==> config.mk <==
export PLATFORM = sky130hd
export DESIGN_NAME = eva_ahb2apb_bridge
export DESIGN_NICKNAME = d
export VERILOG_FILES = /design/src/rtl/eva_ahb2apb_bridge.sv
export SDC_FILE = /design/constraint.sdc
export NUM_CORES = 1
export LEC_CHECK = 0
export ABC_AREA = 1
export ABC_CLOCK_PERIOD_IN_PS = 1750
export CAP_MARGIN = 20
export CORE_MARGIN = 4
export CORE_UTILIZATION = 40
export CTS_BUF_LIST = sky130_fd_sc_hd__clkbuf_16
export DETAILED_ROUTE_END_ITERATION = 7
export PLACE_DENSITY = 0.7
export SETUP_SLACK_MARGIN = 0.1
export SLEW_MARGIN = 40
export SYNTH_ARGS = -nofsm -noshare
export SYNTH_HDL_FRONTEND = slang
export SYNTH_SLANG_ARGS = --single-unit
==> constraint.sdc <==
create_clock -name hclk -period 1.75 [get_ports hclk]
set_input_delay 0.2625 -clock hclk [delete_from_list [all_inputs] [get_ports hclk]]
set_output_delay 0.2625 -clock hclk [all_outputs]
set_load 0.05 [all_outputs]
==> src/rtl/eva_ahb2apb_bridge.sv <==
// AHB-Lite slave to APB4 master bridge: one APB SETUP/ACCESS per accepted
// single AHB transfer, with the AHB data phase stalled until APB completes.
module eva_ahb2apb_bridge #(
  parameter int unsigned AW      = 32,
  parameter int unsigned TIMEOUT = 256
) (
  input  logic          hclk,
  input  logic          rst_n,
  input  logic          hsel,
  input  logic [1:0]    htrans,
  input  logic          hwrite,
  input  logic [2:0]    hsize,
  input  logic [AW-1:0] haddr,
  input  logic [31:0]   hwdata,
  input  logic          hready_in,
  output logic          hready_out,
  output logic [1:0]    hresp,
  output logic [31:0]   hrdata,
  output logic          psel,
  output logic          penable,
  output logic          pwrite,
  output logic [AW-1:0] paddr,
  output logic [31:0]   pwdata,
  output logic [3:0]    pstrb,
  input  logic          pready,
  input  logic          pslverr,
  input  logic [31:0]   prdata
);

  typedef enum logic [2:0] {
    IDLE, LATCH, SETUP, ACCESS, RESP, ERR1, ERR2
  } state_t;

  localparam logic [1:0] HRESP_OKAY  = 2'b00;
  localparam logic [1:0] HRESP_ERROR = 2'b01;

  state_t          state;
  logic [AW-1:0]   addr_q;
  logic            write_q;
  logic [1:0]      size_q;
  logic [31:0]     cnt;
  logic            accept;
  logic            illegal;
  logic [3:0]      strb;

  // NONSEQ (10) and SEQ (11) are the only transfer types that start work.
  assign accept = hsel & hready_in & ((htrans == 2'b10) | (htrans == 2'b11));

  always_comb begin
    illegal = 1'b0;
    if (hsize > 3'd2)                              illegal = 1'b1;
    else if ((hsize == 3'd1) && haddr[0])          illegal = 1'b1;
    else if ((hsize == 3'd2) && (haddr[1:0] != 2'b00)) illegal = 1'b1;
  end

  always_comb begin
    strb = '0;
    case (size_q)
      2'd0:    strb = 4'b0001 << addr_q[1:0];
      2'd1:    strb = 4'b0011 << addr_q[1:0];
      default: strb = 4'b1111;
    endcase
  end

  always_ff @(posedge hclk) begin
    if (!rst_n) begin
      state      <= IDLE;
      hready_out <= 1'b1;
      hresp      <= HRESP_OKAY;
      hrdata     <= '0;
      psel       <= 1'b0;
      penable    <= 1'b0;
      pwrite     <= 1'b0;
      paddr      <= '0;
      pwdata     <= '0;
      pstrb      <= '0;
      addr_q     <= '0;
      write_q    <= 1'b0;
      size_q     <= '0;
      cnt        <= '0;
    end else begin
      case (state)
        // IDLE, RESP and ERR2 share the accept decision; otherwise settle in IDLE.
        IDLE, RESP, ERR2: begin
          if (accept) begin
            addr_q     <= haddr;
            write_q    <= hwrite;
            size_q     <= hsize[1:0];
            hready_out <= 1'b0;
            if (illegal) begin
              hresp <= HRESP_ERROR;
              state <= ERR1;
            end else begin
              hresp <= HRESP_OKAY;
              state <= LATCH;
            end
          end else begin
            hready_out <= 1'b1;
            hresp      <= HRESP_OKAY;
            state      <= IDLE;
          end
        end
        LATCH: begin
          paddr  <= {addr_q[AW-1:2], 2'b00};
          pwrite <= write_q;
          psel   <= 1'b1;
          pstrb  <= write_q ? strb : 4'b0000;
          if (write_q) pwdata <= hwdata;
          state  <= SETUP;
        end
        SETUP: begin
          penable <= 1'b1;
          cnt     <= '0;
          state   <= ACCESS;
        end
        ACCESS: begin
          cnt <= cnt + 32'd1;
          if (pready) begin
            psel    <= 1'b0;
            penable <= 1'b0;
            if (!write_q) hrdata <= prdata;
            if (pslverr) begin
              hresp <= HRESP_ERROR;
              state <= ERR1;
            end else begin
              hready_out <= 1'b1;
              hresp      <= HRESP_OKAY;
              state      <= RESP;
            end
          end else if ((TIMEOUT != 0) && (cnt == TIMEOUT - 1)) begin
            psel    <= 1'b0;
            penable <= 1'b0;
            hresp   <= HRESP_ERROR;
            state   <= ERR1;
          end
        end
        ERR1: begin
          hready_out <= 1'b1;
          state      <= ERR2;
        end
        default: begin
          hready_out <= 1'b1;
          hresp      <= HRESP_OKAY;
          state      <= IDLE;
        end
      endcase
    end
  end

endmodule

# == Word-level counts from Yosys, hierarchy flattened ==
# Cells that the tools add are included.
# totals
regBits,174
wordCells,82
latch_bits,0
rom_bits,0
ramBits,0
mem_count,0
# classes
reduce_logical,17
mux,26
add_sub_neg,1
shift,2
order_cmp,1
n_eq_ne,15
multipliers,0
div_mod_pow,0
bitwise,6
# op_table
cell,n
$pmux W32 S2,1
$add A32 B1 Y32 const B,1
$eq A32 B8 Y1 const B,1
$pmux W3 S5,1
$mux W3,4
$mux W1,11
$reduce_and A2 Y1,5
$eq A3 B2 Y1 const B,3
$eq A3 B3 Y1 const B,3
$pmux W4 S2,1
$eq A3 B1 Y1 const B,2
$mux W2,3
$pmux W2 S3,1
$reduce_and A3 Y1,2
$reduce_bool A2 Y1,3
$reduce_or A3 Y1,2
$eq A2 B2 Y1 const B,2
$mux W4,1
$ne A2 B2 Y1 const B,2
$pmux W1 S2,2
$shl A1 B2 Y4 const A,1
$shl A2 B2 Y4 const A,1
$gt A3 B2 Y1 const B,1
$logic_not A3 Y1,1
other kinds (9),13

# == Depth between registers and ports, before layout ==
# depth
depth_word,8
depth_mapped,11
mapped_depth_nobuf,11

# == Worst setup path after synthesis ==
# OpenSTA, ideal clock, no wires.
# synth_path
kind,reg-to-reg
start,register cnt[0]
end,register cnt[30]
setup_ps,115
period_less_slack_ps,1539
t_arrival_ps,1423
path_slack_ps,211
stages_incl_launch_ff,11
path_cell_list,dfxtp_1 ha_1 nand2_1 nor2_2 nand2_1 nor3_4 nand2_4 nor2_4 nand3_1 nand2_1 nor2_1
# synth_between
elab_chain_cells,2
# synth_lines
element,line_no,rtl
from (decl),41,logic [31:0] cnt;
from (signal assigned),117,cnt <= cnt + 32'd1;
$add A32 B1 Y32,117,
$pmux W32 S2,82,case (state)
# Every way passes these cells.
# A chain may end at the register's enable or synchronous reset.

# == Worst setup path in the final report ==
# layout_path
start,register cnt[1]
end,register cnt[30]
# The elaborated chain is that of the path after synthesis.

==> metrics.md <==
| Metric | Value |
|---|---|
| Simple-Gate Fraction of Synth Area | `around 29%` |
| Post-synthesis sequential area ratio | `approximately 50%` |
| Synth top area share | `around half` |
| Worst min path class | `input port to flop` |
| RSZ-0062 raised after global routing | `true` |
| Layout area overhead | `39.9%` |
| Core Region | `0.0173 mm²` |
| Largest family of logic cells by synthesized area | `simple AND/OR/NAND/NOR gates` |
| Layout Nets | `between 1,000 and 1,500` |
| Worst Path Arrival | `1.96 ns` |
| R2R setup slack | `between 0.1 and 0.15 ns` |
| Initial antenna violation count | `0` |
| # clock sinks | `~170` |
| Largest cells by area after synthesis | `dfxtp_1, nor2_1, o21ai_0, nand2_1, inv_1` |
| Primary FF master, synth | `dfxtp_1` |
| Peak supply drop | `0.839 mV` |
| Compound-Gate Fraction of Synth Area | `between 10% and 20%` |
| NetSw | `~2.3 mW` |
| Detailed Routing Iterations Pass 1 | `4` |
| RR Endpoint | `cnt[30]$_SDFFE_PN0P_` |
| GP Congestion | `0.856` |
| Crit. End Element | `flop` |
| Worst Path Required | `slightly above 2 ns` |
| Sw Ratio | `26.4%` |
| Final setup viols | `0` |
| Internal | `approximately 6.4 mW` |
| Setup TNS | `0 ns` |
| Avg Inst Size Synth | `between 7 and 8 µm²` |
| Initial DRC Count | `336` |
| Distinct cells, synth | `37` |
| Vias in the first global route | `around 6,400` |
| Global-route wire length before repair | `roughly 32 mm` |
| Later-pin clock latency in the skew report | `roughly 0.42 ns` |
| Vias per inst | `about 4.8` |
| Layout Skew | `around 0.0087 ns` |
| Commonest cells in the netlist | `nor2_1, dfxtp_1, o21ai_0` |
| Inserted Diodes | `0` |
| CP Launch Type | `flop` |
| IO Port Bufs | `209` |
| Yosys reg bits | `approximately 170` |
| Boundary Pins | `214` |
| Initial core utilization | `around 41%` |
| TritonCTS Buffers | `17` |
| Hold depth | `5` |
| CP startpoint | `cnt[1]$_SDFFE_PN0P_` |
| Pwr Density | `around 900 mW/mm²` |
| CTS H-Tree Depth | `4` |
| Pin count of the biggest net entering global routing | `67` |
| CTS tree | `built` |
| Global Route Usage Sum | `around a fifth` |
| Rows | `48` |
| Hpwl dp | `13.9 mm` |
| Mapped Cells | `954` |
| Max-cap viol count | `0` |
| Async set-reset flop share out of synthesis | `0%` |
| Hold Fails Final Rpt | `0` |
| Final Critical Period | `between 1.5 and 2 ns` |
| Critical Path Fanout Max | `4` |
| Clock power frac | `between 40 and 50%` |
| Chip height | `about 140 µm` |
| Status | `completed` |
| GR Overflow Total | `0` |
| Actual slew at the worst max-slew pin | `between 0.5 and 0.6 ns` |
| Relative slew slack | `63.1%` |
| Fmax | `approximately 600 MHz` |
| CTS root buf | `clkbuf_16` |
| Adder-Cell Fraction of Synth Area | `less than 1%` |
| Vias after detailed routing | `6,727` |
| Fin. max-slew vios | `0` |
| Flop pwr share | `47.2%` |
| WL/cell | `approximately 14 µm` |
| Pre-CTS WS | `0.0198 ns` |
| Synth area leader | `dfxtp_1` |
| R2r worst-path depth | `10` |
| Clk buf depth | `2` |
| Fin crit share | `93.8%` |
| Post-synthesis mux area share | `0%` |
| Xor-xnor portion of the synthesized cell area | `0%` |
| Comb power frac | `a little under an eighth` |
| Static Leak | `4.45 nW` |
| Yosys warns | `0` |
| Die X | `approximately 140 µm` |
| WS Path Type | `flop to flop` |
| Crit Reg-Reg Startpoint | `cnt[1]$_SDFFE_PN0P_` |
| Fill cell count | `1,616` |
| Share of cells above drive strength 1 | `between 15 and 20%` |
| Final wirelength | `between 15 and 20 mm` |
| Total die area | `just under 0.02 mm²` |
| Number of remaining DRC errors | `0` |
| Worst setup endpoint | `cnt[30]$_SDFFE_PN0P_` |
| Reg clk slew, reported paths | `roughly 0.070 ns` |
| EDFF count, synth | `0` |
| Most numerous cell in the Yosys netlist | `nor2_1` |
| Synthesized area | `about 0.0071 mm²` |
| Antenna Nets Post-Route | `0` |
| Worst setup margin | `0.109 ns` |
==> sequential cells by signal (all words and copies together), names as in the netlist <==
| register | cells |
|---|---|
| cnt | 32 |
| psel | 1 |
| state | 3 |
| size_q | 2 |
| addr_q | 32 |
| paddr | 30 |
| pstrb | 4 |
| write_q | 1 |
| hrdata | 32 |
| penable | 1 |
| hresp | 1 |
| pwdata | 32 |
| hready_out | 1 |
| pwrite | 1 |
==> worst min-delay path by stage <==
stage | startpoint | end | slack, ns
3_5_place_dp | psel$_SDFFE_PN0P_ | psel$_SDFFE_PN0P_ | 0.46
4_1_cts | rst_n | cnt[28]$_SDFFE_PN0P_ | 0.26
2_1_floorplan | haddr[27] | addr_q[27]$_SDFFE_PN0P_ | 0.40
5_1_grt | rst_n | cnt[28]$_SDFFE_PN0P_ | 0.29
6_report | rst_n | cnt[28]$_SDFFE_PN0P_ | 0.27
3_3_place_gp | pwrite$_SDFFE_PN0P_ | pwrite$_SDFFE_PN0P_ | 0.45
==> area by class of cell <==
class	instances	area [µm²]	share of cell area (%)
flip-flops and latches	173	3470	35.2
clock buffers	17	425	4.31
repair buffers	241	2180	22.1
well taps	225	282	2.85
inverters	62	233	2.36
multi-input cells	673	3160	32.0
clock inverters	15	121	1.23
==> power groups by stage <==
stage	Clock [mW]	Sequential (mW)	Combinational [mW]
5_1_grt	3.82	4.14	1.13
3_5_place_dp	0	4.22	1.07
6_report	3.58	4.13	1.04
4_1_cts	3.66	4.13	1.05
2_1_floorplan	0	4.47	0.330
3_3_place_gp	0	4.22	1.06
==> worst max-delay path, cell delays in order, from the launching register on <==
cell and delay, ns:
dfxtp_2 0.35, ha_4 0.16, nand2_4 0.06, nor2_4 0.12, nand2_2 0.10, nor3_4 0.33, nand2_4 0.11, nor2_4 0.15
nand3_2 0.07, nand2_1 0.06, nor2_1 0.04
==> cells in the final DEF (no fill, tap or decap), drive strengths merged, types with 2 or more instances in the layout <==
master | Yosys | final
a21oi | 30 | 30
nand2 | 115 | 115
nor3 | 14 | 14
clkinv | 1 | 7
a211oi | 6 | 6
dfxtp | 173 | 173
dlygate4sd2 | 0 | 36
o21ai | 152 | 152
nand3 | 22 | 22
clkinvlp | 0 | 2
conb | 1 | 3
nand4 | 8 | 8
nor2 | 312 | 312
inv | 61 | 67
nand3b | 2 | 2
buf | 22 | 100
clkdlybuf4s50 | 0 | 105
a22oi | 3 | 3
clkbuf | 26 | 17
==> stage by stage <==
stage | instances | hold WS (ns) | instance area, µm² | utilization [%] | total power [mW]
CTS | 1400 | 0.263 | 9750 | 56.4 | 8.84
floorplan | 956 | 0.397 | 7070 | - | 4.80
global route | 1406 | 0.290 | 9870 | 57.1 | 9.09
global placement | 1368 | 0.451 | 9250 | 53.5 | 5.28
detailed placement | 1368 | 0.460 | 9250 | 53.5 | 5.29
finish | 1406 | 0.272 | 9870 | 57.1 | 8.76
==> timing repair <==
item,4_1_cts,5_1_grt
hold buffers,0,0
resized for setup,36,20
pin swaps,0,7
setup buffers,0,6
setup endpoints to repair,36,32
==> logic make-up (layout without fill, tap and decap cells) <==
| group | Yosys count | after routing |
|---|---|---|
| AO/OA/AOI/OAI | 195 | 195 |
| adder cells (fa/ha/maj) | 1 | 1 |
| buffers and inverters | 110 | 335 |
| flip-flops | 173 | 173 |
| other | 1 | 3 |
| AND/OR/NAND/NOR | 474 | 474 |
==> routing by layer <==
metal | track usage (%) | vias to the layer above | share of wire [%]
met5 | 0 | - | 0
met1 | 24.1 | 3061 | 44
met4 | 5.41 | 0 | 1.9
met2 | 32.7 | 162 | 47
met3 | 7.29 | 28 | 7.3
li1 | - | 3476 | -
Note: power is estimated with default switching activity, not from simulation.
